==> config.mk <==
export PLATFORM = sky130hd
export DESIGN_NAME = multi_delay_stim_gen
export DESIGN_NICKNAME = d
export VERILOG_FILES = /design/src/rtl/multi_delay_stim_pkg.sv /design/src/rtl/multi_delay_scoreboard.sv /design/src/rtl/multi_delay_stim_gen.sv
export SDC_FILE = /design/constraint.sdc
export NUM_CORES = 1
export LEC_CHECK = 0
export BUFFER_PORTS_ARGS = -buffer_cell sky130_fd_sc_hd__buf_2
export CORE_MARGIN = 1.5
export CORE_UTILIZATION = 25
export DETAILED_ROUTE_END_ITERATION = 16
export PLACE_DENSITY = 0.41
export SLEW_MARGIN = 20
export SYNTH_ARGS = -nofsm -noshare
export SYNTH_HDL_FRONTEND = slang
export SYNTH_SLANG_ARGS = --single-unit
==> constraint.sdc <==
create_clock -name clk -period 2.75 [get_ports clk]
set_input_delay 0.1375 -clock clk [delete_from_list [all_inputs] [get_ports clk]]
set_output_delay 0.1375 -clock clk [all_outputs]
set_load 0.1 [all_outputs]
==> src/rtl/multi_delay_stim_pkg.sv <==
// Shared types for the a |-> ##DELAY b stimulus generator and its scoreboard.
package multi_delay_stim_pkg;

  typedef enum logic [2:0] {
    ST_IDLE,
    ST_A_PULSE,
    ST_WAIT,
    ST_B_SLOT,
    ST_GAP,
    ST_FINISH
  } stim_state_e;

  typedef enum logic [1:0] {
    EXP_NONE,
    EXP_PASS,
    EXP_FAIL
  } exp_e;

endpackage

==> src/rtl/multi_delay_scoreboard.sv <==
// Delays each predicted checker outcome by CHK_LAT cycles and matches it against
// the checker's pass/fail strobes, keeping saturating statistics.
module multi_delay_scoreboard
  import multi_delay_stim_pkg::*;
#(
  parameter int CNT_W   = 16,
  parameter int CHK_LAT = 1
) (
  input  logic             clk,
  input  logic             rst,
  input  logic             clear,
  input  logic             push,
  input  exp_e             push_exp,
  input  logic             assertion_pass,
  input  logic             assertion_fail,
  output logic [CNT_W-1:0] pass_cnt,
  output logic [CNT_W-1:0] fail_cnt,
  output logic [CNT_W-1:0] mismatch_cnt,
  output logic             mismatch
);

  exp_e exp_now;

  generate
    if (CHK_LAT == 0) begin : g_lat0
      assign exp_now = push ? push_exp : EXP_NONE;
    end else begin : g_line
      exp_e line_q [CHK_LAT];

      always_ff @(posedge clk or negedge rst) begin
        if (!rst) begin
          for (int i = 0; i < CHK_LAT; i++) line_q[i] <= EXP_NONE;
        end else begin
          line_q[0] <= push ? push_exp : EXP_NONE;
          for (int i = 1; i < CHK_LAT; i++) line_q[i] <= line_q[i-1];
        end
      end

      assign exp_now = line_q[CHK_LAT-1];
    end
  endgenerate

  logic hit_pass;
  logic hit_fail;
  logic miss;

  // Both strobes together never count as a match, whatever was expected.
  always_comb begin
    hit_pass = (exp_now == EXP_PASS) && assertion_pass && !assertion_fail;
    hit_fail = (exp_now == EXP_FAIL) && assertion_fail && !assertion_pass;
    miss     = !hit_pass && !hit_fail &&
               ((exp_now != EXP_NONE) || assertion_pass || assertion_fail);
  end

  always_ff @(posedge clk or negedge rst) begin
    if (!rst) begin
      pass_cnt     <= '0;
      fail_cnt     <= '0;
      mismatch_cnt <= '0;
      mismatch     <= 1'b0;
    end else if (clear) begin
      pass_cnt     <= '0;
      fail_cnt     <= '0;
      mismatch_cnt <= '0;
      mismatch     <= 1'b0;
    end else begin
      mismatch <= miss;
      if (hit_pass && (pass_cnt != '1))     pass_cnt     <= pass_cnt + CNT_W'(1);
      if (hit_fail && (fail_cnt != '1))     fail_cnt     <= fail_cnt + CNT_W'(1);
      if (miss && (mismatch_cnt != '1))     mismatch_cnt <= mismatch_cnt + CNT_W'(1);
    end
  end

endmodule

==> src/rtl/multi_delay_stim_gen.sv <==
// Drives a/b transaction pulses for an a |-> ##DELAY b checker, predicting and
// scoring the checker's pass/fail outcome for each transaction.
//
// state      | meaning
// IDLE       | waiting for start
// A_PULSE    | a high; also the b slot when delay is 0
// WAIT       | delay-1 quiet cycles between a and b
// B_SLOT     | b high unless failure is injected; expectation pushed
// GAP        | GAP_CYC quiet cycles, then next transaction or finish
// FINISH     | one-cycle done pulse
module multi_delay_stim_gen
  import multi_delay_stim_pkg::*;
#(
  parameter int DW        = 4,
  parameter int MAX_DELAY = 8,
  parameter int CNT_W     = 16,
  parameter int CHK_LAT   = 1,
  parameter int GAP_CYC   = 2
) (
  input  logic             clk,
  input  logic             rst,
  input  logic             start,
  input  logic [DW-1:0]    delay,
  input  logic [CNT_W-1:0] num_txn,
  input  logic             inject_fail,
  input  logic             assertion_pass,
  input  logic             assertion_fail,
  output logic             a,
  output logic             b,
  output logic             busy,
  output logic             done,
  output logic [CNT_W-1:0] pass_cnt,
  output logic [CNT_W-1:0] fail_cnt,
  output logic [CNT_W-1:0] mismatch_cnt,
  output logic             mismatch
);

  generate
    if (GAP_CYC < CHK_LAT) begin : g_bad_gap
      $error("GAP_CYC must be >= CHK_LAT so every outcome is scored before done");
    end
    if (CHK_LAT < 0 || CHK_LAT > 7) begin : g_bad_lat
      $error("CHK_LAT must be in 0..7");
    end
  endgenerate

  localparam int TMR_MAX = (MAX_DELAY > GAP_CYC) ? MAX_DELAY : GAP_CYC;
  localparam int TW      = (TMR_MAX > 1) ? $clog2(TMR_MAX) : 1;
  localparam logic [DW-1:0] MAX_D = DW'(MAX_DELAY);

  stim_state_e      state_q, state_d;
  logic [DW-1:0]    dly_q, dly_d;
  logic [CNT_W-1:0] rem_q, rem_d;
  logic             inj_q, inj_d;
  logic [TW-1:0]    tmr_q, tmr_d;

  logic clear;
  logic push;
  exp_e push_exp;
  logic slot_done;
  logic txn_done;

  always_ff @(posedge clk or negedge rst) begin
    if (!rst) begin
      state_q <= ST_IDLE;
      dly_q   <= '0;
      rem_q   <= '0;
      inj_q   <= 1'b0;
      tmr_q   <= '0;
    end else begin
      state_q <= state_d;
      dly_q   <= dly_d;
      rem_q   <= rem_d;
      inj_q   <= inj_d;
      tmr_q   <= tmr_d;
    end
  end

  always_comb begin
    state_d   = state_q;
    dly_d     = dly_q;
    rem_d     = rem_q;
    inj_d     = inj_q;
    tmr_d     = tmr_q;
    a         = 1'b0;
    b         = 1'b0;
    done      = 1'b0;
    clear     = 1'b0;
    push      = 1'b0;
    push_exp  = EXP_NONE;
    slot_done = 1'b0;
    txn_done  = 1'b0;

    case (state_q)
      ST_IDLE: begin
        if (start) begin
          dly_d   = (delay > MAX_D) ? MAX_D : delay;
          rem_d   = num_txn;
          inj_d   = inject_fail;
          clear   = 1'b1;
          state_d = (num_txn == '0) ? ST_FINISH : ST_A_PULSE;
        end
      end
      ST_A_PULSE: begin
        a = 1'b1;
        if (dly_q == '0) begin
          b         = !inj_q;
          push      = 1'b1;
          push_exp  = inj_q ? EXP_FAIL : EXP_PASS;
          slot_done = 1'b1;
        end else if (dly_q == DW'(1)) begin
          state_d = ST_B_SLOT;
        end else begin
          tmr_d   = TW'(dly_q - DW'(2));
          state_d = ST_WAIT;
        end
      end
      ST_WAIT: begin
        if (tmr_q == '0) state_d = ST_B_SLOT;
        else             tmr_d   = tmr_q - TW'(1);
      end
      ST_B_SLOT: begin
        b         = !inj_q;
        push      = 1'b1;
        push_exp  = inj_q ? EXP_FAIL : EXP_PASS;
        slot_done = 1'b1;
      end
      ST_GAP: begin
        if (tmr_q == '0) txn_done = 1'b1;
        else             tmr_d    = tmr_q - TW'(1);
      end
      ST_FINISH: begin
        done    = 1'b1;
        state_d = ST_IDLE;
      end
      default: state_d = ST_IDLE;
    endcase

    // With no gap configured the b slot closes the transaction directly.
    if (slot_done) begin
      if (GAP_CYC > 0) begin
        state_d = ST_GAP;
        tmr_d   = TW'(GAP_CYC - 1);
      end else begin
        txn_done = 1'b1;
      end
    end

    if (txn_done) begin
      rem_d   = rem_q - CNT_W'(1);
      state_d = (rem_q > CNT_W'(1)) ? ST_A_PULSE : ST_FINISH;
    end
  end

  assign busy = (state_q != ST_IDLE);

  multi_delay_scoreboard #(
    .CNT_W   (CNT_W),
    .CHK_LAT (CHK_LAT)
  ) u_scoreboard (
    .clk            (clk),
    .rst            (rst),
    .clear          (clear),
    .push           (push),
    .push_exp       (push_exp),
    .assertion_pass (assertion_pass),
    .assertion_fail (assertion_fail),
    .pass_cnt       (pass_cnt),
    .fail_cnt       (fail_cnt),
    .mismatch_cnt   (mismatch_cnt),
    .mismatch       (mismatch)
  );

endmodule

# Word-level counts from Yosys, hierarchy flattened
# Index checks and enable logic that the tools add are counted.
dict set report op_classes {
  n_eq_ne 18
  mux 39
  add_sub_neg 6
  n_lt_le_gt_ge 2
  reduce_logical 34
}
# operator count
set ops {}
lappend ops {{16-bit 2-to-1 mux} 9}
lappend ops {{16-bit by 1-bit adder with 16-bit output, second input constant} 3}
lappend ops {{16-bit inequality test, second input constant} 3}
lappend ops {{3-bit 2-to-1 mux} 11}
lappend ops {{16-bit by 1-bit > comparator with 1-bit output, second input constant} 1}
lappend ops {{16-bit logical NOT} 1}
lappend ops {{16-bit by 1-bit subtractor with 16-bit output, second input constant} 1}
lappend ops {{4-bit by 3-bit inequality test with 1-bit output, second input constant} 3}
lappend ops {{3-bit one-hot mux with 4 select lines} 1}
lappend ops {{2-bit nonzero test} 6}
lappend ops {{1-bit 2-to-1 mux} 10}
lappend ops {{1-bit logical AND} 9}
lappend ops {{3-bit by 2-bit inequality test with 1-bit output, second input constant} 3}
lappend ops {{4-bit AND reduction} 2}
lappend ops {{3-bit by 2-bit == test with 1-bit output, second input constant} 2}
lappend ops {{3-bit == test, second input constant} 2}
lappend ops {{3-bit logical NOT} 2}
lappend ops {{2-bit 2-to-1 mux} 3}
lappend ops {{3-bit one-hot mux with 2 select lines} 1}
lappend ops {{3-bit nonzero test} 2}
lappend ops {{1-bit logical NOT} 5}
lappend ops {{4-bit by 1-bit == test with 1-bit output, second input constant} 1}
lappend ops {{4-bit > comparator, second input constant} 1}
lappend ops {{4-bit logical NOT} 1}
lappend ops {{other kinds (12)} 16}
dict set report word_totals {
  ff_bits 78
  inputBits 26
  output_inout_bits 53
}

# Longest topological paths before layout
# Gate-level depths: netlist of the first run.
dict set report logic_depth {
  ltp_word 9
  mapped_depth 8
  ltp_nobuf 7
}

# Hierarchy
# Synthesis of the first run repeated with hierarchy kept, for this count alone.
dict set report hier_totals {
  hier_cells 479
  area_unflattened_um2 4438.0
}
# module seq_area_each_um2 cells_per_inst instances area_each_um2
set modules_own_cells {}
lappend modules_own_cells {multi_delay_scoreboard 1276.2 281 1 2751.4}
lappend modules_own_cells {multi_delay_stim_gen 675.6 198 1 1686.6}

# Worst setup path before layout of the first run
# Ideal clock, no wire load.
dict set report synth_timing {
  path_kind {reg2out}
  startpoint {register dly_q[1]}
  endpoint {output port b}
  setup_slack_ns -0.308
  arrival_time_ns 2.920
  path_stages_with_launch 4
  required_time_ns 2.612
  cell_sequence {dfrtp_1 > nor4_1 > nor2_1 > nor3_1}
}
dict set report synth_between {
  elab_chain_len 3
}
# item line
set synth_rtl {}
lappend synth_rtl {{from (decl)} multi_delay_stim_gen.sv:52} ;# logic [DW-1:0] dly_q, dly_d;
lappend synth_rtl {{from (signal assigned)} multi_delay_stim_gen.sv:72} ;# dly_q <= dly_d;
lappend synth_rtl {{4-bit logical NOT} multi_delay_stim_gen.sv:106} ;# if (dly_q == '0) begin
lappend synth_rtl {{1-bit 2-to-1 mux} multi_delay_stim_gen.sv:106}
lappend synth_rtl {{1-bit one-hot mux with 2 select lines} multi_delay_stim_gen.sv:94} ;# case (state_q)
lappend synth_rtl {{to (decl)} multi_delay_stim_gen.sv:29} ;# output logic b,
# No other way between the ends.

# Worst setup path in the final report of the first run
dict set report layout_timing {
  startpoint {register tmr_q[0]}
  endpoint {register rem_q[4]}
}
dict set report layout_between {
  elab_chain_len 5
}
# item line
set layout_rtl {}
lappend layout_rtl {{from (decl)} multi_delay_stim_gen.sv:55} ;# logic [TW-1:0] tmr_q, tmr_d;
lappend layout_rtl {{from (signal assigned)} multi_delay_stim_gen.sv:75} ;# tmr_q <= tmr_d;
lappend layout_rtl {{3-bit logical NOT (*)} multi_delay_stim_gen.sv:129} ;# if (tmr_q == '0) txn_done = 1'b1;
lappend layout_rtl {{1-bit 2-to-1 mux (*)} multi_delay_stim_gen.sv:129}
lappend layout_rtl {{1-bit 2-to-1 mux (*)} multi_delay_stim_gen.sv:94}
lappend layout_rtl {{2-bit nonzero test (no line)} n/a}
lappend layout_rtl {{2-bit AND reduction (no line)} n/a}
lappend layout_rtl {{to (signal assigned)} multi_delay_stim_gen.sv:73} ;# rem_q <= rem_d;
lappend layout_rtl {{to (decl)} multi_delay_stim_gen.sv:53} ;# logic [CNT_W-1:0] rem_q, rem_d;
# Mark *: on every way between the ends. The rest lies on a longest branch, timed or not.
# A chain may end at the register's enable or synchronous reset.

==> results by group, run 1 <==
STA
  • Total negative setup slack: 0 ns
  • Worst Skew: a little under 0.008 ns
  • Setup WS post-layout: 0.551 ns
  • Final hold vios: 0
  • Final Setup Violations: 0
  • Min cycle time layout: roughly 2.2 ns
  • Hold Slack: 0.0326 ns
  • Worst-Margin Slew: roughly 0.77 ns
  • Period Utilization, post-route: 0.800
  • Rel. slew slack: 0.488
  • Unrepaired setup endpoints after global routing: false
  • Final Max Slew Viols: 0
  • FMAX: between 400 and 500 MHz

Clock network
  • CTS resizes: 0
  • CTS tree: built
  • TritonCTS Buffers: 9
  • Worst-path clk slew: approximately 0.060 ns
  • Clock root buffer: clkbuf_16
  • Worst-skew pair later-pin latency: around 0.34 ns
  • Hold-fix buffers, CTS: 1
  • Clock Sinks: 78
  • Setup Buffers After CTS: 0
  • Clock buffer depth: 2
  • H-tree depth: 3

Worst setup path
  • Startpoint Class: flop
  • Critical setup path kind: flop to flop
  • CP Cell Sequence: inv_1, ha_1, nor2b_1, and2_1, nand2_1, o311a_1, a221o_1
  • CP max stage delay: slightly above 0.4 ns
  • Reg2Reg Depth: 7
  • Crit path DAT: about 2.4 ns
  • CP max stage cell: nor2b_1
  • Crit-path leading delay family: simple AND/OR/NAND/NOR gates
  • CP Buf/Inv Count: 1
  • WP depth: 7
  • Critical Path RT: between 2 and 3 ns
  • Critical path endpoint category: flop
  • Worst-path maximum fanout: 7

Status
  • Status: finished, final reports clean

Yosys
  • Post-synthesis cell area: between 0.004 and 0.005 sq mm
  • Sequential area share after synthesis: 0.441
  • Async SR Flop Fraction: 1.00
  • Yosys warns: 0
  • Average cell area after synthesis: slightly above 9 sq um
  • Post-synth EDFFs: 0
  • Most used DFF post-synth: dfrtp_1
  • Net Count, Synth: slightly above 500
  • Post-synthesis register bit count: just under 80
  • Post-Syn Instances: 481
  • Count of cell types in the netlist: 65

GRT
  • Largest net degree at the start of global routing: 79
  • Vias in the first global route: 3933
  • Congestion Overflow GR: 0
  • GR Util All Layers: 0.135
  • Initial antenna violation count: 1
  • First-pass GRT wire length: around 20 mm

Power and ir drop
  • Power Dens Cells: around 870 mW/mm^2
  • Lkg Pwr: 0.00233 uW
  • Tot Pwr: 4680 uW
  • Max VDD drop: between 600 and 700 uV

Route
  • Starting DRC count in detailed routing: 221
  • Final ANT Viol Nets: 0
  • Vias: between 3000 and 4000
  • Vias/cell: 4.90
  • Routed WL per cell: about 15 um
  • Drt first pass iters: 4
  • Residual DRC: 0
  • Total wire length: between 10 and 15 mm

Finish
  • Fill count: between 1500 and 2000
  • Area grow syn2layout: 21.9%
  • Commonest non-fill, non-tap cell in the layout: dfrtp_1
  • Layout cell share with drive strength beyond 1: 0.215
  • Nets@finish: between 500 and 600
  • Most frequent cells in the layout: 78 x dfrtp_1, 77 x buf_2, 73 x nor2_1, 44 x nand2_1, 23 x xnor2_1
  • Final core utilization: 0.312

Job
  • Max-cap violations: 0

Floorplanning
  • Die Wd: 136 um
  • Die Footprint: around 0.019 sq mm
  • Die height: between 100 and 150 um
  • # IOs: about 80
  • Row Count: 48
  • Starting Density: 0.256
  • Area of the core: approximately 0.017 sq mm

Placed design
  • Dpl ws: 0.548 ns
  • Gp weighted congestion: 0.787
  • DPL Wire Length: between 8 and 9 mm
  • Port Buffers: 78

Worst hold path
  • Hold WC Path Type: primary input to flop
  • Hold path cells: 3
-- power breakdown --
group	internal [uW]	switching [uW]	leakage (uW)	total, uW
sequential	1390	283	0.00103	1670
combinational	538	1260	0.00116	1790
clock	744	470	0.000142	1210
total	2670	2010	0.00233	4680
-- cells in the mapped netlist (all sizes together), types with 4 or more instances --
library cell	number	area (sq um)
a311oi	4	35.0
mux2i	4	40.0
dfrtp	78	1950
o21ai	13	68.8
inv	15	56.3
xor2	12	105
o311ai	6	52.6
nand4	8	50.1
nor4b	5	50.0
and3	8	51.3
clkbuf	11	41.3
nand2	44	165
nor4	17	143
a211oi	12	90.1
xnor2	23	201
a21oi	21	105
ha	7	87.6
nor2b	4	25.0
nand3	22	110
nor2	74	280
nor3	21	115
buf	7	45.0
a31o	4	35.0
o211ai	7	52.6
-- tightest hold or removal path, delay by kind of cell --
kind | cells | cell delay [ns]
AND/OR/NAND/NOR | 2 | 0.10
buffers and inverters | 1 | 0.10
-- flip-flops by register name, summed over array words and instances, names as in the netlist --
signal	count
dly_q	4
inj_q	1
rem_q	16
state_q	3
tmr_q	3
u_scoreboard.exp_now	2
u_scoreboard.fail_cnt	16
u_scoreboard.mismatch	1
u_scoreboard.mismatch_cnt	16
u_scoreboard.pass_cnt	16
-- final timing paths --
kind	from	endpoint	slack, ns
worst max-delay path	tmr_q[0]$_DFFE_PN0P_	rem_q[4]$_DFFE_PN0P_	0.55
worst min-delay path	delay[3]	dly_q[3]$_DFFE_PN0P_	0.03
worst max register to register	tmr_q[0]$_DFFE_PN0P_	rem_q[4]$_DFFE_PN0P_	0.55
worst min register to register	dly_q[3]$_DFFE_PN0P_	dly_q[3]$_DFFE_PN0P_	0.52
max in group asynchronous	rst	rem_q[3]$_DFFE_PN0P_	1.81
min in group asynchronous	rst	u_scoreboard.mismatch_cnt[14]$_DFFE_PN0P_	0.39
-- metal layers --
metal	vias up	part of all wire	global-route usage
li1	1927	-	-
met1	1858	0.48	0.173
met2	75	0.46	0.220
met3	7	0.052	0.0436
met4	0	0.0077	0.0337
met5	-	0	0
-- final cells by class --
class                   instances  area (sq um)  area share
diodes                          1          2.50    0.000464
multi-input cells             370          2350       0.435
inverters                      15          56.3      0.0104
well taps                     225           282      0.0522
repair buffers                 86           462      0.0856
flip-flops and latches         78          1950       0.362
clock inverters                 1          30.0     0.00557
clock buffers                  13           260      0.0483
-- cells by family (layout without fill, tap and decap cells) --
kind of cell    count (synthesis)  after routing  synth area share
compound gates                 93             93             0.148
xor+xnor                       35             35            0.0693
fa+ha+maj                       7              7            0.0198
buf+inv                        33            115            0.0322
flops                          78             78             0.441
mux                             6              6            0.0141
other cells                     0              1                 0
simple gates                  229            229             0.275
-- per-stage QoR --
step | cells | cell area, sq um
after floorplan | 481 | 4430
after CTS | 787 | 5380
after global routing | 788 | 5390
final | 789 | 5390
after detailed placement | 772 | 5080
after global placement | 772 | 5080
(Power assumes the default switching activity.)
==> run 2, diff against run 1 <==
==> constraint.sdc (replaced) <==
create_clock -name clk -period 2.2 [get_ports clk]
set_input_delay 0.11 -clock clk [delete_from_list [all_inputs] [get_ports clk]]
set_output_delay 0.11 -clock clk [all_outputs]
set_load 0.1 [all_outputs]
==> results by group, run 2 (synthesis gave the netlist of run 1 again) <==
Worst setup path
  • Startpoint Class: flop
  • Critical path endpoint category: flop
  • Critical setup path kind: flop to flop
  • Crit path DAT: 2.22 ns (-0.21 ns)
  • Worst-path maximum fanout: 5 (-2)
  • Critical Path RT: 2.42 ns (-0.56 ns)

Placed design
  • Placed cells: 787 (+1.9%)
  • Gp weighted congestion: 0.782 (-0.55%)
  • Port Buffers: 78 (unchanged)
  • Dpl ws: 0.255 ns (-0.294 ns)
  • DPL Wire Length: 8.71 mm (+7.0%)

Finish
  • Finished Layout Cells: 808 (+2.4%)
  • Area of the multi-input gates: 0.00235 sq mm (+0.27%)
  • Most frequent cells in the layout: 76 x buf_2, 73 x nor2_1, 45 x dfrtp_1, 44 x nand2_1, 32 x dfrtp_2
  • Fill count: 1837 (-1.4%)
  • Register area: 0.00200 sq mm (+2.2%)
  • Layout cell share with drive strength beyond 1: 0.290 (+0.0750)
  • Area grow syn2layout: 25.6%
  • Nets@finish: 611 (+3.0%)
  • Commonest non-fill, non-tap cell in the layout: buf_2
  • ANT cells: 0 (-1)

GRT
  • GR Util All Layers: 0.141 (+0.00555)
  • Congestion Overflow GR: 0 (unchanged)
  • Largest net degree at the start of global routing: 66 (-16%)
  • Vias in the first global route: 4042 (+2.8%)
  • First-pass GRT wire length: 20.7 mm (+5.3%)
  • Initial antenna violation count: 0 (-1)

Floorplanning
  • # IOs: 79 (unchanged)
  • Die Wd: 136 um (unchanged)
  • Die Footprint: 0.0185 sq mm (unchanged)
  • Area of the core: 0.0173 sq mm (unchanged)
  • Starting Density: 0.256 (unchanged)
  • Die height: 136 um (unchanged)
  • Row Count: 48 (unchanged)

Power and ir drop
  • Power Dens Cells: 1050 mW/mm^2 (+21%)
  • Lkg Pwr: 0.00235 uW (+0.81%)
  • Max VDD drop: 673 uV (+4.3%)
  • Tot Pwr: 5820 uW (+24%)

STA
  • Worst Skew: 0.00692 ns (-0.000945 ns)
  • Period Utilization, post-route: 0.910 (+0.110)
  • Rel. slew slack: 0.389 (-0.0993)
  • Final Setup Violations: 0 (unchanged)
  • Setup WS post-layout: 0.199 ns (-0.352 ns)
  • Min cycle time layout: 2.00 ns (-0.198 ns)
  • Final Max Slew Viols: 0 (unchanged)
  • Total negative setup slack: 0 ns (unchanged)
  • Final hold vios: 0 (unchanged)
  • FMAX: 500 MHz (+9.9%)
  • Worst-Margin Slew: 0.916 ns (+0.149 ns)
  • Unrepaired setup endpoints after global routing: false

Worst hold path
  • Hold WC Path Type: primary input to flop

Clock network
  • Worst-path clk slew: 0.06 ns (about the same)
  • CTS tree: built
  • Clock Sinks: 78 (unchanged)
  • Clock buffer depth: 2 (unchanged)
  • Worst-skew pair later-pin latency: 0.34 ns (about the same)
  • Clock root buffer: clkbuf_16
  • TritonCTS Buffers: 9 (unchanged)
  • H-tree depth: 3 (unchanged)

Route
  • Drt first pass iters: 4 (unchanged)
  • Vias/cell: 4.92 (+0.48%)
  • Routed WL per cell: 15.2 um (+1.8%)
  • Vias: 3979 (+2.9%)
  • Total wire length: 12.2 mm (+4.2%)
  • Starting DRC count in detailed routing: 179 (-19%)
  • Final ANT Viol Nets: 0 (unchanged)
  • Residual DRC: 0 (unchanged)

Status
  • Status: finished, final reports clean

Job
  • Max-cap violations: 0 (unchanged)
==> run 2: cell count changes in the layout (fill, tap and decap cells not counted), sizes merged <==
cell and delta:
dlygate4sd3 +3, clkinv +2, buf +14, diode -1
clkbuf +2, bufinv -1
==> run 2: stage by stage <==
step	cell area, sq um	hold slack [ns]	util
after global placement	5250	0.294	0.303
after global routing	5560	0.0169	0.321
final	5560	0.0220	0.321
after detailed placement	5250	0.312	0.303
after CTS	5550	0.00434	0.321
after floorplan	4470	-0.186	-
==> run 2: worst max-delay path: stages (launching register included) <==
cell and delay [ns]:
dfrtp_1 0.43, or4b_1 0.59, o21ai_0 0.18, a21oi_1 0.09, a21oi_1 0.24, mux2_2 0.37
==> run 2: worst paths after layout <==
path                       depth (start not counted)  slack (ns)                 start                                         to
max                                                5        0.20  dly_q[1]$_DFFE_PN0P_                       tmr_q[1]$_DFFE_PN0P_
min in group asynchronous                          2        0.43                   rst  u_scoreboard.mismatch_cnt[13]$_DFFE_PN0P_
min                                                3        0.02              delay[1]                       dly_q[1]$_DFFE_PN0P_
max reg2reg                                        5        0.20  dly_q[1]$_DFFE_PN0P_                       tmr_q[1]$_DFFE_PN0P_
min reg2reg                                        1        0.50     inj_q$_DFFE_PN0P_          u_scoreboard.exp_now[0]$_DFF_PN0_
max in group asynchronous                          2        1.06                   rst       u_scoreboard.fail_cnt[4]$_DFFE_PN0P_
==> run 2: repair_timing <==
action / CTS / global route
buffers inserted: 0 / 0
gates resized for setup: 0 / 2
hold endpoints to repair: 67 / 0
hold buffers: 5 / 0
endpoints found under the setup margin: 0 / 1
==> run 2: area by class of cell <==
type,count,area share
clock buffer,14,0.0439
timing repair buffer,104,0.111
tap,225,0.0507
inverter,15,0.0101
sequential,78,0.359
clock inverter,2,0.00180
multi-input combinational,370,0.424
==> run 2: where the power goes <==
group / switching [uW] / internal (uW)
combinational: 1620 / 759
sequential: 333 / 1750
clock: 591 / 764
==> run 2: routing by layer <==
layer	vias to the layer above	track usage	wire, um
li1	1951	-	-
met1	1928	0.195	6100
met2	90	0.220	5510
met3	10	0.0250	482
met4	0	0.0485	158
met5	-	0	0
==> run 3, diff against run 2 <==
--- a/config.mk
+++ b/config.mk
@@ -6,6 +6,7 @@
 export NUM_CORES = 1
 export LEC_CHECK = 0
 export BUFFER_PORTS_ARGS = -buffer_cell sky130_fd_sc_hd__buf_2
+export CORE_ASPECT_RATIO = 1.4
 export CORE_MARGIN = 1.5
 export CORE_UTILIZATION = 25
 export DETAILED_ROUTE_END_ITERATION = 16
==> results by group, run 3 (synthesis gave the netlist of run 1 again) <==
GRT
  • Initial antenna violation count: 2 (+2)
  • Congestion Overflow GR: 0 (unchanged)
  • Largest net degree at the start of global routing: 68 (+3.0%)
  • First-pass GRT wire length: 20.7 mm (+0.37%)
  • GR Util All Layers: 0.143 (+0.00201)
  • Vias in the first global route: 4149 (+2.6%)

STA
  • FMAX: 497 MHz (-0.57%)
  • Unrepaired setup endpoints after global routing: false
  • Final Setup Violations: 0 (unchanged)
  • Setup WS post-layout: 0.187 ns (-0.0114 ns)
  • Period Utilization, post-route: 0.915 (+0.00519)
  • Worst Skew: 0.00774 ns (+0.000823 ns)
  • Min cycle time layout: 2.01 ns (+0.0114 ns)
  • Worst-Margin Slew: 0.598 ns (-0.319 ns)
  • Final Max Slew Viols: 0 (unchanged)
  • Final hold vios: 0 (unchanged)
  • Total negative setup slack: 0 ns (unchanged)
  • Rel. slew slack: 0.602 (+0.212)

Worst setup path
  • R2R Path Start: u_scoreboard.mismatch_cnt[0]$_DFFE_PN0P_
  • Reg2Reg Depth: 6 (+1)
  • Register-to-Register Setup Slack: 0.19 ns (about the same)
  • Critical path endpoint category: flop
  • CP Capture Point: u_scoreboard.mismatch_cnt[14]$_DFFE_PN0P_
  • Worst-path maximum fanout: 9 (+4)
  • Critical setup path kind: flop to flop
  • Capturing point of the worst reg2reg path: u_scoreboard.mismatch_cnt[14]$_DFFE_PN0P_
  • Crit path DAT: 2.24 ns (+0.02 ns)
  • Startpoint Class: flop
  • Critical Path Start: u_scoreboard.mismatch_cnt[0]$_DFFE_PN0P_
  • Critical Path RT: 2.43 ns (about the same)

Clock network
  • Setup Buffers After CTS: 0 (unchanged)
  • Worst-skew pair later-pin latency: 0.34 ns (about the same)
  • H-tree depth: 3 (unchanged)
  • TritonCTS Buffers: 9 (unchanged)
  • Worst-path clk slew: 0.06 ns (about the same)
  • Clock root buffer: clkbuf_16
  • CTS tree: built
  • Clock Sinks: 78 (unchanged)
  • Clock buffer depth: 2 (unchanged)

Route
  • Vias/cell: 4.91 (-0.28%)
  • Vias: 4007 (+0.70%)
  • Routed WL per cell: 15.2 um (about the same)
  • Final ANT Viol Nets: 0 (unchanged)
  • Total wire length: 12.4 mm (+1.0%)
  • Residual DRC: 0 (unchanged)
  • Starting DRC count in detailed routing: 211 (+18%)
  • Drt first pass iters: 5 (+1)

Floorplanning
  • Starting Density: 0.255 (-0.000499)
  • Area of the core: 0.0173 sq mm (+0.20%)
  • Die Footprint: 0.0185 sq mm (about the same)
  • # IOs: 79 (unchanged)
  • Die height: 160 um (+18%)
  • Die Wd: 115 um (-15%)
  • Row Count: 57 (+19%)

Power and ir drop
  • Power Dens Cells: 1060 mW/mm^2 (+1.7%)
  • Lkg Pwr: 0.00235 uW (-0.14%)
  • Max VDD drop: 459 uV (-32%)

Placed design
  • DP Area: 0.00524 sq mm (about the same)
  • Gp weighted congestion: 0.784 (+0.14%)
  • Dpl ws: 0.138 ns (-0.117 ns)
  • DPL Wire Length: 9.01 mm (+3.4%)
  • Port Buffers: 78 (unchanged)

Finish
  • Layout cell share with drive strength beyond 1: 0.294 (+0.00373)
  • Commonest non-fill, non-tap cell in the layout: buf_2
  • Most frequent cells in the layout: 77 x buf_2, 73 x nor2_1, 45 x dfrtp_1, 44 x nand2_1, 32 x dfrtp_2
  • Post-route cell area: 0.00558 sq mm (+0.32%)
  • Nets@finish: 607 (-0.65%)
  • Area grow syn2layout: 26.0%

Job
  • Max-cap violations: 0 (unchanged)

Status
  • Status: finished, final reports clean

Worst hold path
  • Hold WC Path Type: primary input to flop
-- run 3: repair_timing --
action | CTS | global route
hold endpoints to repair | 80 | 0
resized for setup | 0 | 2
hold buffers | 3 | 0
setup endpoints to repair | 0 | 2
-- run 3: cell type report --
class	count	area, sq um
fillers	1850	11800
multi-input cells	370	2360
flip-flops and latches	78	2000
repair buffers	100	578
well taps	236	295
clock buffers	12	236
inverters	15	56.3
clock inverters	4	47.5
diodes	1	2.50
-- run 3: critical path, stage by stage, from the launching register on --
cell and delay, ns:
dfrtp_2 0.41, ha_1 0.25, nand2_1 0.15, nor3_2 0.44, nor4b_1 0.43, xnor2_1 0.17, nor2_1 0.05
-- run 3: worst min-delay path by stage --
stage | from | end | slack (ns) | cells after the start
2_1_floorplan | rst | dly_q[0]$_DFFE_PN0P_ | -0.19 | 0
3_3_place_gp | rst | dly_q[3]$_DFFE_PN0P_ | -0.03 | 1
3_5_place_dp | rst | dly_q[2]$_DFFE_PN0P_ | -0.03 | 1
4_1_cts | num_txn[1] | rem_q[1]$_DFFE_PN0P_ | 0.0002 | 3
5_1_grt | num_txn[7] | rem_q[7]$_DFFE_PN0P_ | 0.02 | 2
6_report | num_txn[1] | rem_q[1]$_DFFE_PN0P_ | 0.01 | 3
-- run 3: power by group --
part / switching [uW] / internal (uW) / leakage (uW) / total, uW
combinational: 1640 / 752 / 0.00123 / 2390
sequential: 324 / 1750 / 0.000978 / 2070
clock: 597 / 876 / 0.000137 / 1470
total: 2560 / 3380 / 0.00235 / 5930
-- run 3: metrics by stage --
stage,hold WS (ns),power [uW],util,instances
floorplan,-0.186,3840,-,481
global placement,-0.0306,4470,0.303,796
detailed placement,-0.0285,4500,0.303,796
CTS,0.000232,6030,0.321,815
global route,0.0195,6350,0.322,816
finish,0.0114,5930,0.322,816
-- run 3: metal layers --
layer	routed length (um)	GRT usage
met1	5180	0.163
met4	378	0.0746
met3	494	0.0249
met5	12	0
met2	6300	0.250
